--- config.mk ---
export PLATFORM = sky130hd
export DESIGN_NAME = mmio_bus_arbiter
export DESIGN_NICKNAME = d
export VERILOG_FILES = /design/src/rtl/mmio_arb_pkg.sv /design/src/rtl/mmio_bus_arbiter_rr_pick.sv /design/src/rtl/mmio_bus_arbiter.sv
export SDC_FILE = /design/constraint.sdc
export NUM_CORES = 1
export LEC_CHECK = 0
export ABC_CLOCK_PERIOD_IN_PS = 2000
export BUFFER_PORTS_ARGS = -buffer_cell sky130_fd_sc_hd__clkbuf_2
export CORE_ASPECT_RATIO = 0.7
export CORE_MARGIN = 1.5
export CORE_UTILIZATION = 45
export CTS_CLUSTER_DIAMETER = 200
export DETAILED_ROUTE_END_ITERATION = 6
export PLACE_DENSITY = 0.9
export SLEW_MARGIN = 5
export SYNTH_ARGS = -nofsm -noshare
export SYNTH_HDL_FRONTEND = slang
export SYNTH_HIERARCHICAL = 1
export SYNTH_SLANG_ARGS = --single-unit
--- constraint.sdc ---
create_clock -name clk -period 2 [get_ports clk]
set_input_delay 0.2 -clock clk [delete_from_list [all_inputs] [get_ports clk]]
set_output_delay 0.2 -clock clk [all_outputs]
set_load 0.01 [all_outputs]
--- src/rtl/mmio_arb_pkg.sv ---
// Shared types and helpers for the MMIO bus arbiter.
// Contents: bus width constants, FSM state enum, latched request payload,
// and the round-robin one-hot pick function.
package mmio_arb_pkg;

    localparam int unsigned ADDR_W  = 21;
    localparam int unsigned DATA_W  = 32;
    localparam int unsigned MAX_REQ = 8;

    typedef enum logic [1:0] {
        IDLE = 2'd0,
        BUS  = 2'd1,
        ACK  = 2'd2
    } state_t;

    // One master's transaction as latched at grant time
    typedef struct packed {
        logic              wr;
        logic              rd;
        logic [ADDR_W-1:0] addr;
        logic [DATA_W-1:0] wr_data;
    } mmio_req_t;

    // First set request at or after ptr, wrapping modulo n (n <= MAX_REQ)
    function automatic logic [MAX_REQ-1:0] rr_pick_oh(
        input logic [MAX_REQ-1:0] req,
        input logic [2:0]         ptr,
        input int unsigned        n
    );
        logic [MAX_REQ-1:0] oh;
        logic               found;
        int unsigned        idx;
        oh    = '0;
        found = 1'b0;
        for (int unsigned k = 0; k < MAX_REQ; k++) begin
            idx = (32'(ptr) + k) % n;
            if ((k < n) && !found && req[idx[2:0]]) begin
                oh[idx[2:0]] = 1'b1;
                found        = 1'b1;
            end
        end
        return oh;
    endfunction

endpackage

--- src/rtl/mmio_bus_arbiter_rr_pick.sv ---
// Combinational round-robin selector.
// Ports: i_req (requests), i_ptr (priority pointer),
//        o_gnt_oh_c (one-hot pick), o_gnt_idx_c (binary index of pick).
module mmio_rr_pick
    import mmio_arb_pkg::*;
#(
    parameter int unsigned N_REQ = 2
) (
    input  logic [N_REQ-1:0]                              i_req,
    input  logic [((N_REQ > 1) ? $clog2(N_REQ) : 1)-1:0] i_ptr,
    output logic [N_REQ-1:0]                              o_gnt_oh_c,
    output logic [((N_REQ > 1) ? $clog2(N_REQ) : 1)-1:0] o_gnt_idx_c
);
    localparam int unsigned IDX_W = (N_REQ > 1) ? $clog2(N_REQ) : 1;

    logic [MAX_REQ-1:0] w_req_ext;
    logic [MAX_REQ-1:0] w_oh;

    assign w_req_ext  = MAX_REQ'(i_req);
    assign w_oh       = rr_pick_oh(w_req_ext, 3'(i_ptr), N_REQ);
    assign o_gnt_oh_c = w_oh[N_REQ-1:0];

    // One-hot to binary
    always_comb begin
        o_gnt_idx_c = '0;
        for (int i = 0; i < int'(MAX_REQ); i++) begin
            if (w_oh[i]) o_gnt_idx_c = IDX_W'(i);
        end
    end

endmodule

--- src/rtl/mmio_bus_arbiter.sv ---
// Round-robin arbiter with bounded lock sharing the FPro MMIO bus.
// Each grant: IDLE (latch) -> BUS (one mmio cycle) -> ACK (ack pulse).
// Ports: clk, reset (async active-low); per-master req/req_wr/req_rd/
//        req_lock/req_addr/req_wr_data; gnt/ack per master; rd_data;
//        mmio_* towards the MMIO controller, mmio_rd_data back from it.
module mmio_bus_arbiter
    import mmio_arb_pkg::*;
#(
    parameter int unsigned N_REQ    = 2,
    parameter int unsigned MAX_LOCK = 4
) (
    input  logic                      clk,
    input  logic                      reset,
    input  logic [N_REQ-1:0]          req,
    input  logic [N_REQ-1:0]          req_wr,
    input  logic [N_REQ-1:0]          req_rd,
    input  logic [N_REQ-1:0]          req_lock,
    input  logic [N_REQ*ADDR_W-1:0]   req_addr,
    input  logic [N_REQ*DATA_W-1:0]   req_wr_data,
    output logic [N_REQ-1:0]          gnt,
    output logic [N_REQ-1:0]          ack,
    output logic [DATA_W-1:0]         rd_data,
    output logic                      mmio_cs,
    output logic                      mmio_wr,
    output logic                      mmio_rd,
    output logic [ADDR_W-1:0]         mmio_addr,
    output logic [DATA_W-1:0]         mmio_wr_data,
    input  logic [DATA_W-1:0]         mmio_rd_data
);
    localparam int unsigned IDX_W = (N_REQ > 1) ? $clog2(N_REQ) : 1;
    localparam int unsigned CNT_W = 4;

    state_t             r_state,     w_state_nxt;
    logic [IDX_W-1:0]   r_ptr,       w_ptr_nxt;
    logic [IDX_W-1:0]   r_owner,     w_owner_nxt;
    logic [IDX_W-1:0]   r_win,       w_win_nxt;
    logic               r_own_vld,   w_own_vld_nxt;
    logic               r_lock_path, w_lock_path_nxt;
    logic [CNT_W-1:0]   r_lock_cnt,  w_lock_cnt_nxt;
    logic [N_REQ-1:0]   r_gnt,       w_gnt_nxt;
    logic [N_REQ-1:0]   r_ack,       w_ack_nxt;
    logic [DATA_W-1:0]  r_rd_data,   w_rd_data_nxt;
    logic               r_cs,        w_cs_nxt;
    mmio_req_t          r_bus,       w_bus_nxt;

    logic [N_REQ-1:0]   w_rr_oh;
    logic [IDX_W-1:0]   w_rr_idx;
    logic [IDX_W-1:0]   w_win_idx;
    logic               w_lock_win;
    logic [CNT_W-1:0]   w_cnt_val;
    mmio_req_t          w_sel;

    function automatic logic [IDX_W-1:0] inc_idx(input logic [IDX_W-1:0] i);
        return (32'(i) == N_REQ - 1) ? '0 : IDX_W'(i + IDX_W'(1));
    endfunction

    mmio_rr_pick #(.N_REQ(N_REQ)) u_rr_pick (
        .i_req       (req),
        .i_ptr       (r_ptr),
        .o_gnt_oh_c  (w_rr_oh),
        .o_gnt_idx_c (w_rr_idx)
    );

    // Lock path wins while the owner still asks and is under its budget
    assign w_lock_win = r_own_vld && req[r_owner] && req_lock[r_owner]
                        && (r_lock_cnt < CNT_W'(MAX_LOCK));
    assign w_win_idx  = w_lock_win ? r_owner : w_rr_idx;

    // Winner's fields; a write takes precedence over a simultaneous read
    always_comb begin
        w_sel.wr      = req_wr[w_win_idx];
        w_sel.rd      = req_rd[w_win_idx] & ~req_wr[w_win_idx];
        w_sel.addr    = req_addr[32'(w_win_idx)*ADDR_W +: ADDR_W];
        w_sel.wr_data = req_wr_data[32'(w_win_idx)*DATA_W +: DATA_W];
    end

    // Next-state and registered-output logic
    always_comb begin
        w_state_nxt     = r_state;
        w_ptr_nxt       = r_ptr;
        w_owner_nxt     = r_owner;
        w_own_vld_nxt   = r_own_vld;
        w_lock_cnt_nxt  = r_lock_cnt;
        w_win_nxt       = r_win;
        w_lock_path_nxt = r_lock_path;
        w_gnt_nxt       = r_gnt;
        w_rd_data_nxt   = r_rd_data;
        w_ack_nxt       = '0;
        w_cs_nxt        = 1'b0;
        w_bus_nxt       = '0;
        w_cnt_val       = r_lock_path ? CNT_W'(r_lock_cnt + CNT_W'(1)) : CNT_W'(1);

        case (r_state)
            IDLE: begin
                if (|req) begin
                    w_win_nxt       = w_win_idx;
                    w_lock_path_nxt = w_lock_win;
                    w_gnt_nxt       = w_lock_win ? (N_REQ'(1) << r_owner) : w_rr_oh;
                    w_cs_nxt        = 1'b1;
                    w_bus_nxt       = w_sel;
                    w_state_nxt     = BUS;
                end
            end
            BUS: begin
                if (r_bus.rd) w_rd_data_nxt = mmio_rd_data;
                w_ack_nxt   = r_gnt;
                w_state_nxt = ACK;
            end
            ACK: begin
                w_gnt_nxt   = '0;
                w_state_nxt = IDLE;
                if (req_lock[r_win] && (w_cnt_val < CNT_W'(MAX_LOCK))) begin
                    w_owner_nxt    = r_win;
                    w_own_vld_nxt  = 1'b1;
                    w_lock_cnt_nxt = w_cnt_val;
                    if (!r_lock_path) w_ptr_nxt = inc_idx(r_win);
                end else begin
                    // No lock request, or lock budget exhausted: rotate
                    w_own_vld_nxt  = 1'b0;
                    w_lock_cnt_nxt = '0;
                    w_ptr_nxt      = inc_idx(r_win);
                end
            end
            default: w_state_nxt = IDLE;
        endcase
    end

    always_ff @(posedge clk or negedge reset) begin
        if (!reset) begin
            r_state     <= IDLE;
            r_ptr       <= '0;
            r_owner     <= '0;
            r_own_vld   <= 1'b0;
            r_lock_cnt  <= '0;
            r_win       <= '0;
            r_lock_path <= 1'b0;
            r_gnt       <= '0;
            r_ack       <= '0;
            r_rd_data   <= '0;
            r_cs        <= 1'b0;
            r_bus       <= '0;
        end else begin
            r_state     <= w_state_nxt;
            r_ptr       <= w_ptr_nxt;
            r_owner     <= w_owner_nxt;
            r_own_vld   <= w_own_vld_nxt;
            r_lock_cnt  <= w_lock_cnt_nxt;
            r_win       <= w_win_nxt;
            r_lock_path <= w_lock_path_nxt;
            r_gnt       <= w_gnt_nxt;
            r_ack       <= w_ack_nxt;
            r_rd_data   <= w_rd_data_nxt;
            r_cs        <= w_cs_nxt;
            r_bus       <= w_bus_nxt;
        end
    end

    assign gnt          = r_gnt;
    assign ack          = r_ack;
    assign rd_data      = r_rd_data;
    assign mmio_cs      = r_cs;
    assign mmio_wr      = r_bus.wr;
    assign mmio_rd      = r_bus.rd;
    assign mmio_addr    = r_bus.addr;
    assign mmio_wr_data = r_bus.wr_data;

endmodule

==> key figures, run 1 <==
Status
  – Status: finished clean

Global route
  – Overall Global Routing Usage: 22.24%
  – First-pass GRT wire length: 17920 um
  – Largest net degree at the start of global routing: 40
  – Antenna violations before repair: 0
  – Vias in the first global route: 3713
  – GR Overflow Total: 0

Floorplan
  – I/O Pins: 240
  – Initial Util: 45.96%
  – Chip Width: 121.4 um
  – Core region area: 0.009609 mm2
  – Die area: 0.01043 mm2
  – Rows: 30
  – Die Height: 85.89 um

Worst setup path
  – Crit Path Max Fanout: 25
  – CP endpoint kind: flip-flop
  – CP Data Required Time: 2230 ps
  – CP Launch Type: flip-flop
  – Crit path kind: flip-flop to flip-flop
  – Arr. time, crit path: 2110 ps

Route
  – DR WL/cell: 15.28 um
  – Detailed Route WL: 11610 um
  – DRT antenna net count: 0
  – Drt pass-1 iters: 4
  – Iteration-0 DRC Markers: 120
  – Via count: 3690
  – Vias/cell: 4.855
  – DRC viols: 0

STA
  – Final min period: 1874 ps
  – Sum of negative setup slack: 0 ps
  – Slew HR: 70.84%
  – Layout Skew: 8.756 ps
  – Final Hold Vio Count: 0
  – Final critical-path share of the clock period: 93.71%
  – Max Freq: 533.5 MHz
  – RSZ-0062 raised after global routing: no
  – Setup Viol. Count Final: 0
  – Worst Tran Pin Value: 437.4 ps
  – Final worst slack: 125.7 ps
  – Slew Limit Fails: 0

Clock tree
  – CTS H-tree depth: 3
  – Clock root buffer: clkbuf_16
  – Clock buffer depth: 2
  – Worst-path clk slew: 70 ps
  – CTS tree: done
  – Clock sink count: 103
  – Worst skew pair latency: 340 ps
  – Num CTS Buffers: 9

Synth
  – Post-synth EDFFs: 0
  – Post-synthesis cell count: 384
  – Seq/Total Area, Yosys: 58.36%
  – Top cells by area, synth: dfrtp_1 58%, mux2_2 8.4%, a21oi_2 7.7%, nand2_1 6.7%, nand2_2 5.5%
  – Synth Cell Area: 0.004417 mm2
  – Synthesized net count: 533
  – Syn Area/Cell: 11.50 um2
  – Most frequent cell after synthesis: dfrtp_1
  – Most frequent cells after synthesis: 103 x dfrtp_1, 79 x nand2_1, 39 x a21oi_2, 39 x nand2_2, 33 x mux2_2
  – Main synth FF type: dfrtp_1
  – Post-synth top area share: 58.36%
  – #FFs+latches synth: 103
  – Area leader, netlist: dfrtp_1
  – Syn. warnings: 6
  – Synth async-reset ratio: 100.0%
  – Post-synth cell types: 35

Placed design
  – Pre-CTS setup slack: 147.5 ps
  – Post-DP HPWL: 8846 um
  – Gp weighted congestion: 0.8407
  – Port Buffers: 239

Finish
  – # fillers: 782
  – Layout Nets: 776
  – Layout area overhead: 37.14%
  – Diodes inserted: 0
  – Layout cells sized above 1: 61.39%
  – Final Util: 63.03%
  – Sequential standard cell area: 0.002577 mm2
  – Area occupied by multi-input gates: 0.001643 mm2

Power and ir drop
  – Peak supply drop: 0.5840 mV
  – Pwr dens: 1318 mW/mm2
  – Share of total power in combinational logic: 38.1%
  – Clk network pwr share: 21.4%
  – Static leakage: 3.196 nW
  – Net Sw Power: 2.910 mW
  – Cell Int Power: 5.076 mW
  – Design Power: 7.986 mW
  – Sequential Power Share: 40.5%
  – Sw Ratio: 36.44%

Hold path
  – Worst min-delay path category: input pin to flip-flop

Flow run
  – MaxCap Viol Count: 0
==> final timing paths <==
| kind | from | end | slack, ps | cells after the start |
|---|---|---|---|---|
| max | r_lock_cnt[3] | mmio_wr_data[10] | 130 | 6 |
| min | req_wr_data[45] | mmio_wr_data[13] | 70 | 3 |
| max reg2reg | r_lock_cnt[3] | mmio_wr_data[10] | 130 | 6 |
| min reg2reg | r_own_vld | r_own_vld | 480 | 2 |
| max in group asynchronous | reset | rd_data[17] | 1080 | 3 |
| min in group asynchronous | reset | mmio_addr[16] | 300 | 2 |
==> layout by cell type, fill, tap and decap left out, drive strengths merged, types with 5 or more instances in the layout <==
master  count
dfrtp     103
o21ai       9
a21oi      59
clkbuf    248
buf        16
nor2        9
inv         9
and2        5
mux2       33
nand2     118
==> metrics by stage <==
| step | cells | hold WS (ps) | cell area (um2) |
|---|---|---|---|
| after floorplan | 384 | -95.59 | 4417 |
| after global placement | 738 | 125.3 | 5707 |
| after detailed placement | 738 | 131.3 | 5707 |
| after CTS | 755 | 53.41 | 6016 |
| after global routing | 760 | 58.46 | 6057 |
| final | 760 | 70.84 | 6057 |
==> metal layers <==
layer  routed length, um  up-vias  part of all wire, %  GRT usage [%]
met3                 938       28                  8.1          7.580
met1                4313     1726                   37          24.31
li1                    -     1750                    -              -
met5                   0        -                    0              0
met4                 279        0                  2.4          7.701
met2                6081      186                   52          40.47
==> area by class of cell <==
class	count	area share [%]
Sequential cell	103	42.55
Timing Repair Buffer	255	22.43
Clock inverter	6	0.9915
Tap cell	128	2.644
Inverter	5	0.3099
Multi-Input combinational cell	253	27.12
Clock buffer	10	3.945
==> power groups by stage <==
stage	logic, mW	registers, mW	clock network, mW
floorplan	1.45	3.58	0
global placement	2.90	3.22	0
detailed placement	3.02	3.26	0
CTS	3.04	3.24	1.77
global route	3.31	3.32	1.86
finish	3.04	3.23	1.71
==> state kept, by name (all words and copies together), names as in the netlist, 2 cells and up <==
signal and flops:
mmio_addr 21, r_state 2, rd_data 32, r_lock_cnt 4
mmio_wr_data 32, gnt 2, ack 2
==> critical path, cell delays in order (launching register included) <==
cell,delay (ps)
dfrtp_1,430
nor3b_2,250
and4b_2,320
or2_4,250
buf_12,200
nand2_1,70
a21oi_1,230
==> kinds of logic (layout without fill, tap and decap cells) <==
| kind of cell | count (synthesis) | count (layout) | share of synthesized area [%] |
|---|---|---|---|
| fa+ha+maj | 1 | 1 | 0.2832 |
| buf+inv | 28 | 276 | 4.561 |
| flops | 103 | 103 | 58.36 |
| simple gates | 143 | 143 | 15.75 |
| mux | 35 | 35 | 8.867 |
| compound gates | 74 | 74 | 12.18 |
==> what timing repair did <==
action,in CTS,in global routing
resized for setup,0,1
endpoints found under the hold margin,22,0
hold buffers,1,0
setup buffers,0,5
endpoints found under the setup margin,0,2
(Power assumes the default switching activity.)
==> inputs of run 2 (changes only) <==
BUFFER_PORTS_ARGS = -buffer_cell sky130_fd_sc_hd__buf_4   (was -buffer_cell sky130_fd_sc_hd__clkbuf_2)
CORE_UTILIZATION = 46   (was 45)
CTS_BUF_LIST = sky130_fd_sc_hd__clkbuf_8   (was unset)
PLACE_DENSITY = 0.91   (was 0.9)
==> key figures, run 2 (synthesized netlist as in run 1, its figures left out) <==
Global route
  – Largest net degree at the start of global routing: 104 (+160%)
  – Antenna violations before repair: 0 (unchanged)
  – Vias in the first global route: 3786 (+2.0%)
  – GR Overflow Total: 0 (unchanged)
  – First-pass GRT wire length: 18720 um (+4.5%)
  – Overall Global Routing Usage: 23.64% (+1.4 points)

Clock tree
  – Cts hold-fix bufs: 1 (unchanged)
  – Num CTS Buffers: 9 (unchanged)
  – Clock sink count: 103 (unchanged)
  – Worst-path clk slew: 100 ps (+30 ps)
  – Worst skew pair latency: 370 ps (+30 ps)
  – Clock root buffer: clkbuf_8
  – CTS tree: done
  – Post_cts resized: 0 (unchanged)
  – Clock buffer depth: 2 (unchanged)
  – Setup bufs post-CTS: 0 (unchanged)
  – CTS H-tree depth: 3 (unchanged)

Route
  – Vias/cell: 4.913 (+1.2%)
  – DR WL/cell: 16.06 um (+5.1%)
  – Via count: 3675 (-0.41%)
  – Iteration-0 DRC Markers: 156 (+30%)
  – Detailed Route WL: 12010 um (+3.4%)
  – DRC viols: 0 (unchanged)
  – DRT antenna net count: 0 (unchanged)
  – Drt pass-1 iters: 4 (unchanged)

STA
  – Layout Skew: 8.680 ps (-0.07613 ps)
  – Hold slack: 60.10 ps (-10.74 ps)
  – Worst Tran Pin Value: 570.9 ps (+133.5 ps)
  – RSZ-0062 raised after global routing: no
  – Final min period: 1812 ps (-61.89 ps)
  – Slew Limit Fails: 0 (unchanged)
  – Slew HR: 61.94% (-8.9 points)
  – Sum of negative setup slack: 0 ps (unchanged)
  – Final Hold Vio Count: 0 (unchanged)
  – Setup Viol. Count Final: 0 (unchanged)
  – Final critical-path share of the clock period: 90.62% (-3.1 points)
  – Max Freq: 551.8 MHz (+3.4%)

Floorplan
  – Core region area: 0.009180 mm2 (-4.5%)
  – Die area: 0.01021 mm2 (-2.1%)
  – Initial Util: 48.11% (+2.1 points)
  – Die Height: 84.98 um (-1.1%)
  – Rows: 29 (-3.3%)
  – I/O Pins: 240 (unchanged)
  – Chip Width: 120.1 um (-1.1%)

Power and ir drop
  – Pwr dens: 1224 mW/mm2 (-7.2%)
  – Static leakage: 3.273 nW (+2.4%)
  – Peak supply drop: 0.6086 mV (+4.2%)

Finish
  – Most common cell after layout, fill and taps aside: buf_4
  – Layout Nets: 768 (-1.0%)
  – Layout area overhead: 46.66%
  – Layout cells sized above 1: 60.58% (-0.82 points)
  – Diodes inserted: 0 (unchanged)
  – Commonest cells after routing, fill and taps aside: 242 x buf_4, 103 x dfrtp_1, 79 x nand2_1, 39 x nand2_2, 39 x a21oi_2

Worst setup path
  – Arr. time, crit path: 2080 ps (-30 ps)
  – Crit path kind: flip-flop to flip-flop
  – CP Data Required Time: 2260 ps (+30 ps)
  – CP Launch Type: flip-flop
  – CP endpoint kind: flip-flop
  – Crit Path Max Fanout: 5 (-80%)

Placed design
  – Gp weighted congestion: 0.8906 (+5.9%)
  – Port Buffers: 239 (unchanged)
  – Post-DP HPWL: 9042 um (+2.2%)

Flow run
  – MaxCap Viol Count: 0 (unchanged)

Hold path
  – Worst min-delay path category: input pin to flip-flop

Status
  – Status: finished clean
[run 2: worst paths after layout]
check / from / to / slack (ps) / depth (start not counted)
max in group asynchronous: reset / rd_data[4] / 1150 / 3
hold reg to reg: r_own_vld / r_own_vld / 490 / 2
setup reg to reg: r_lock_cnt[0] / r_owner / 190 / 6
setup / recovery: r_lock_cnt[0] / r_owner / 190 / 6
min in group asynchronous: reset / mmio_addr[14] / 410 / 3
hold / removal: mmio_rd_data[31] / rd_data[31] / 60 / 2
[run 2: area by class of cell]
type                    instances  area [um2]
fillers                       681        2703
flip-flops and latches        103        2577
repair buffers                247        1907
multi-input cells             253        1639
well taps                     124       155.1
clock buffers                   9       123.9
clock inverters                 7       56.30
inverters                       5       18.77
[run 2: stage by stage]
step | instances | util [%] | setup WS (ps) | cell area (um2) | power [mW]
after global placement | 731 | 68.49 | 305.8 | 6287 | 6.616
after detailed placement | 731 | 68.49 | 240.2 | 6287 | 6.786
final | 748 | 70.56 | 187.6 | 6477 | 7.926
after global routing | 748 | 70.56 | 114.1 | 6477 | 8.393
after CTS | 748 | 70.56 | 224.1 | 6477 | 8.007
after floorplan | 384 | - | 357.8 | 4417 | 5.033
[run 2: worst max-delay path, cell delays in order (launching register included)]
cell and delay (ps):
dfrtp_1 440, ha_1 220, and2_1 180, a21oi_1 140
o21ai_0 160, o21ai_1 230, mux2_2 350
[run 2: where the power goes]
part           switching [mW]  internal (mW)
clock                   0.741          0.469
sequential              0.398           2.86
combinational            1.71           1.75
[run 2: metal layers]
metal	wire length [um]	track usage [%]
met4	183	6.602
met2	6328	42.29
met1	4493	27.31
met3	1007	7.863
met5	0	0
==> inputs of run 3 (changes only) <==
PLACE_DENSITY = 0.92   (was 0.91)
SYNTH_HIERARCHICAL = unset   (was 1)
==> key figures, run 3 <==
Finish
  – Sequential standard cell area: 0.002577 mm2 (unchanged)
  – Layout Nets: 758 (-1.3%)
  – Layout area overhead: 50.00%
  – Post-route insts no fill: 738 (-1.3%)
  – Commonest cells after routing, fill and taps aside: 242 x buf_4, 116 x nand2_1, 103 x dfrtp_1, 57 x mux2i_1, 34 x mux2_2
  – Area occupied by multi-input gates: 0.001624 mm2 (-0.92%)
  – Layout cells sized above 1: 48.53% (-12 points)
  – Most common cell after layout, fill and taps aside: buf_4
  – # fillers: 686 (+0.73%)
  – Diodes inserted: 0 (unchanged)

STA
  – RSZ-0062 raised after global routing: no
  – Final min period: 1926 ps (+114.0 ps)
  – Layout Skew: 10.44 ps (+1.758 ps)
  – Slew Limit Fails: 0 (unchanged)
  – Setup Viol. Count Final: 0 (unchanged)
  – Final Hold Vio Count: 0 (unchanged)
  – Slew HR: 57.02% (-4.9 points)
  – Max Freq: 519.1 MHz (-5.9%)
  – Final critical-path share of the clock period: 96.32% (+5.7 points)
  – Worst Tran Pin Value: 644.8 ps (+73.86 ps)
  – Sum of negative setup slack: 0 ps (unchanged)

Route
  – DRC viols: 0 (unchanged)
  – Detailed Route WL: 11270 um (-6.2%)
  – DRT antenna net count: 0 (unchanged)
  – Drt pass-1 iters: 4 (unchanged)
  – Vias/cell: 4.814 (-2.0%)
  – Iteration-0 DRC Markers: 79 (-49%)
  – Via count: 3553 (-3.3%)
  – DR WL/cell: 15.28 um (-4.9%)

Global route
  – First-pass GRT wire length: 17790 um (-5.0%)
  – Largest net degree at the start of global routing: 59 (-43%)
  – Vias in the first global route: 3631 (-4.1%)
  – GR Overflow Total: 0 (unchanged)
  – Overall Global Routing Usage: 23.26% (-0.39 points)
  – Antenna violations before repair: 0 (unchanged)

Floorplan
  – I/O Pins: 240 (unchanged)
  – Core region area: 0.009107 mm2 (-0.79%)
  – Rows: 29 (unchanged)
  – Die Height: 84.10 um (-1.0%)
  – Chip Width: 118.9 um (-1.1%)
  – Die area: 0.009995 mm2 (-2.1%)
  – Initial Util: 47.45% (-0.66 points)

Synth
  – Most frequent cells after synthesis: 116 x nand2_1, 103 x dfrtp_1, 57 x mux2i_1
  – Seq/Total Area, Yosys: 59.64% (+1.3 points)
  – Synth async-reset ratio: 100.0% (unchanged)
  – Synthesized net count: 522 (-2.1%)
  – Area leader, netlist: dfrtp_1
  – Top cells by area, synth: dfrtp_1 60%, mux2i_1 13%, nand2_1 10%, mux2_2 8.9%, clkbuf_1 1.2%
  – Syn Area/Cell: 11.59 um2 (+0.73%)
  – #FFs+latches synth: 103 (unchanged)
  – Main synth FF type: dfrtp_1
  – Post-synthesis cell count: 373 (-2.9%)
  – Post-synth top area share: 59.64% (+1.3 points)
  – Post-synth cell types: 30 (-14%)
  – Post-synth EDFFs: 0 (unchanged)
  – Synth Cell Area: 0.004322 mm2 (-2.2%)
  – Most frequent cell after synthesis: nand2_1
  – Syn. warnings: 0 (-6)

Clock tree
  – Post_cts resized: 0 (unchanged)
  – Worst-path clk slew: 100 ps (about the same)
  – CTS tree: done
  – CTS H-tree depth: 3 (unchanged)
  – Worst skew pair latency: 370 ps (about the same)
  – Num CTS Buffers: 9 (unchanged)
  – Clock root buffer: clkbuf_8
  – Clock buffer depth: 2 (unchanged)
  – Clock sink count: 103 (unchanged)

Placed design
  – Gp weighted congestion: 0.7936 (-11%)
  – Port Buffers: 239 (unchanged)
  – # placed instances: 721 (-1.4%)
  – Post-DP HPWL: 8546 um (-5.5%)

Worst setup path
  – Arr. time, crit path: 2210 ps (+130 ps)
  – CP endpoint kind: flip-flop
  – CP Data Required Time: 2290 ps (+30 ps)
  – Crit path kind: flip-flop to flip-flop
  – CP Launch Type: flip-flop
  – Crit Path Max Fanout: 30 (+25)

Status
  – Status: finished clean

Power and ir drop
  – Clk network pwr share: 14.2% (-1.1 points)
  – Net Sw Power: 3.046 mW (+6.8%)
  – Pwr dens: 1311 mW/mm2 (+7.1%)
  – Static leakage: 3.450 nW (+5.4%)
  – Design Power: 8.498 mW (+7.2%)
  – Sequential Power Share: 39.2% (-1.9 points)
  – Sw Ratio: 35.84% (-0.13 points)
  – Share of total power in combinational logic: 46.6% (+3.0 points)
  – Peak supply drop: 0.6966 mV (+14%)
  – Cell Int Power: 5.452 mW (+7.4%)

Hold path
  – Worst min-delay path category: input pin to flip-flop

Flow run
  – MaxCap Viol Count: 0 (unchanged)
==> run 3: changes by cell type in the layout (fill, tap and decap cells not counted), sizes merged, moves of 3 or more <==
cell	delta
a21oi	-57
mux2i	+55
nor2	-6
o21ai	-3
==> run 3: area by class of cell <==
class / instances / area share, %
flip-flops and latches: 103 / 39.76
repair buffers: 248 / 29.72
multi-input cells: 242 / 25.05
well taps: 124 / 2.393
clock buffers: 9 / 1.911
clock inverters: 7 / 0.8686
inverters: 5 / 0.2895
==> run 3: per-stage QoR <==
stage                     utilization (%)  hold slack (ps)  area [um2]  worst slack, ps
final                               71.18            52.19        6482            73.57
after global routing                71.18            19.76        6482            5.721
after CTS                           71.18            24.89        6482            75.48
after detailed placement            69.09            275.3        6292            91.90
after global placement              69.09            262.1        6292            136.9
after floorplan                         -           -95.59        4322            142.5
==> run 3: final timing paths <==
check,to,cells after the start,slack [ps],from
worst min-delay path,rd_data[22],2,50,mmio_rd_data[22]
worst max register to register,mmio_wr_data[30],5,70,r_lock_cnt[2]
worst max-delay path,mmio_wr_data[30],5,70,r_lock_cnt[2]
min in group asynchronous,mmio_addr[10],2,400,reset
worst min register to register,r_own_vld,2,490,r_own_vld
max in group asynchronous,rd_data[0],3,960,reset
==> run 3: kinds of logic after synthesis <==
family	synth area share (%)
multiplexers	22.06
flip-flops	59.64
AO/OA/AOI/OAI	2.172
buffers and inverters	3.040
adder cells (fa/ha/maj)	0.2895
XOR/XNOR	0.4054
AND/OR/NAND/NOR	12.39
==> run 3: layer usage <==
metal / global-route usage [%] / wire length (um)
met5: 0 / 0
met4: 9.310 / 253
met3: 9.358 / 936
met2: 40.43 / 5798
met1: 25.53 / 4284
==> run 3: timing repair <==
item,in CTS,in global routing
setup buffers,0,0
hold buffers,1,0
hold endpoints to repair,46,0
==> run 3: worst max-delay path: stages (launching register included) <==
cell	delay, ps
dfrtp_1	420
or3b_1	410
a21o_1	200
a221o_4	400
buf_12	200
mux2i_1	200
==> run 3: power groups by stage <==
| stage | Sequential, mW | Clock, mW | Combinational [mW] |
|---|---|---|---|
| finish | 3.33 | 1.21 | 3.96 |
| CTS | 3.33 | 1.26 | 4.02 |
| floorplan | 3.68 | 0 | 1.69 |
| detailed placement | 3.37 | 0 | 4.01 |
| global route | 3.41 | 1.35 | 4.28 |
| global placement | 3.32 | 0 | 3.86 |
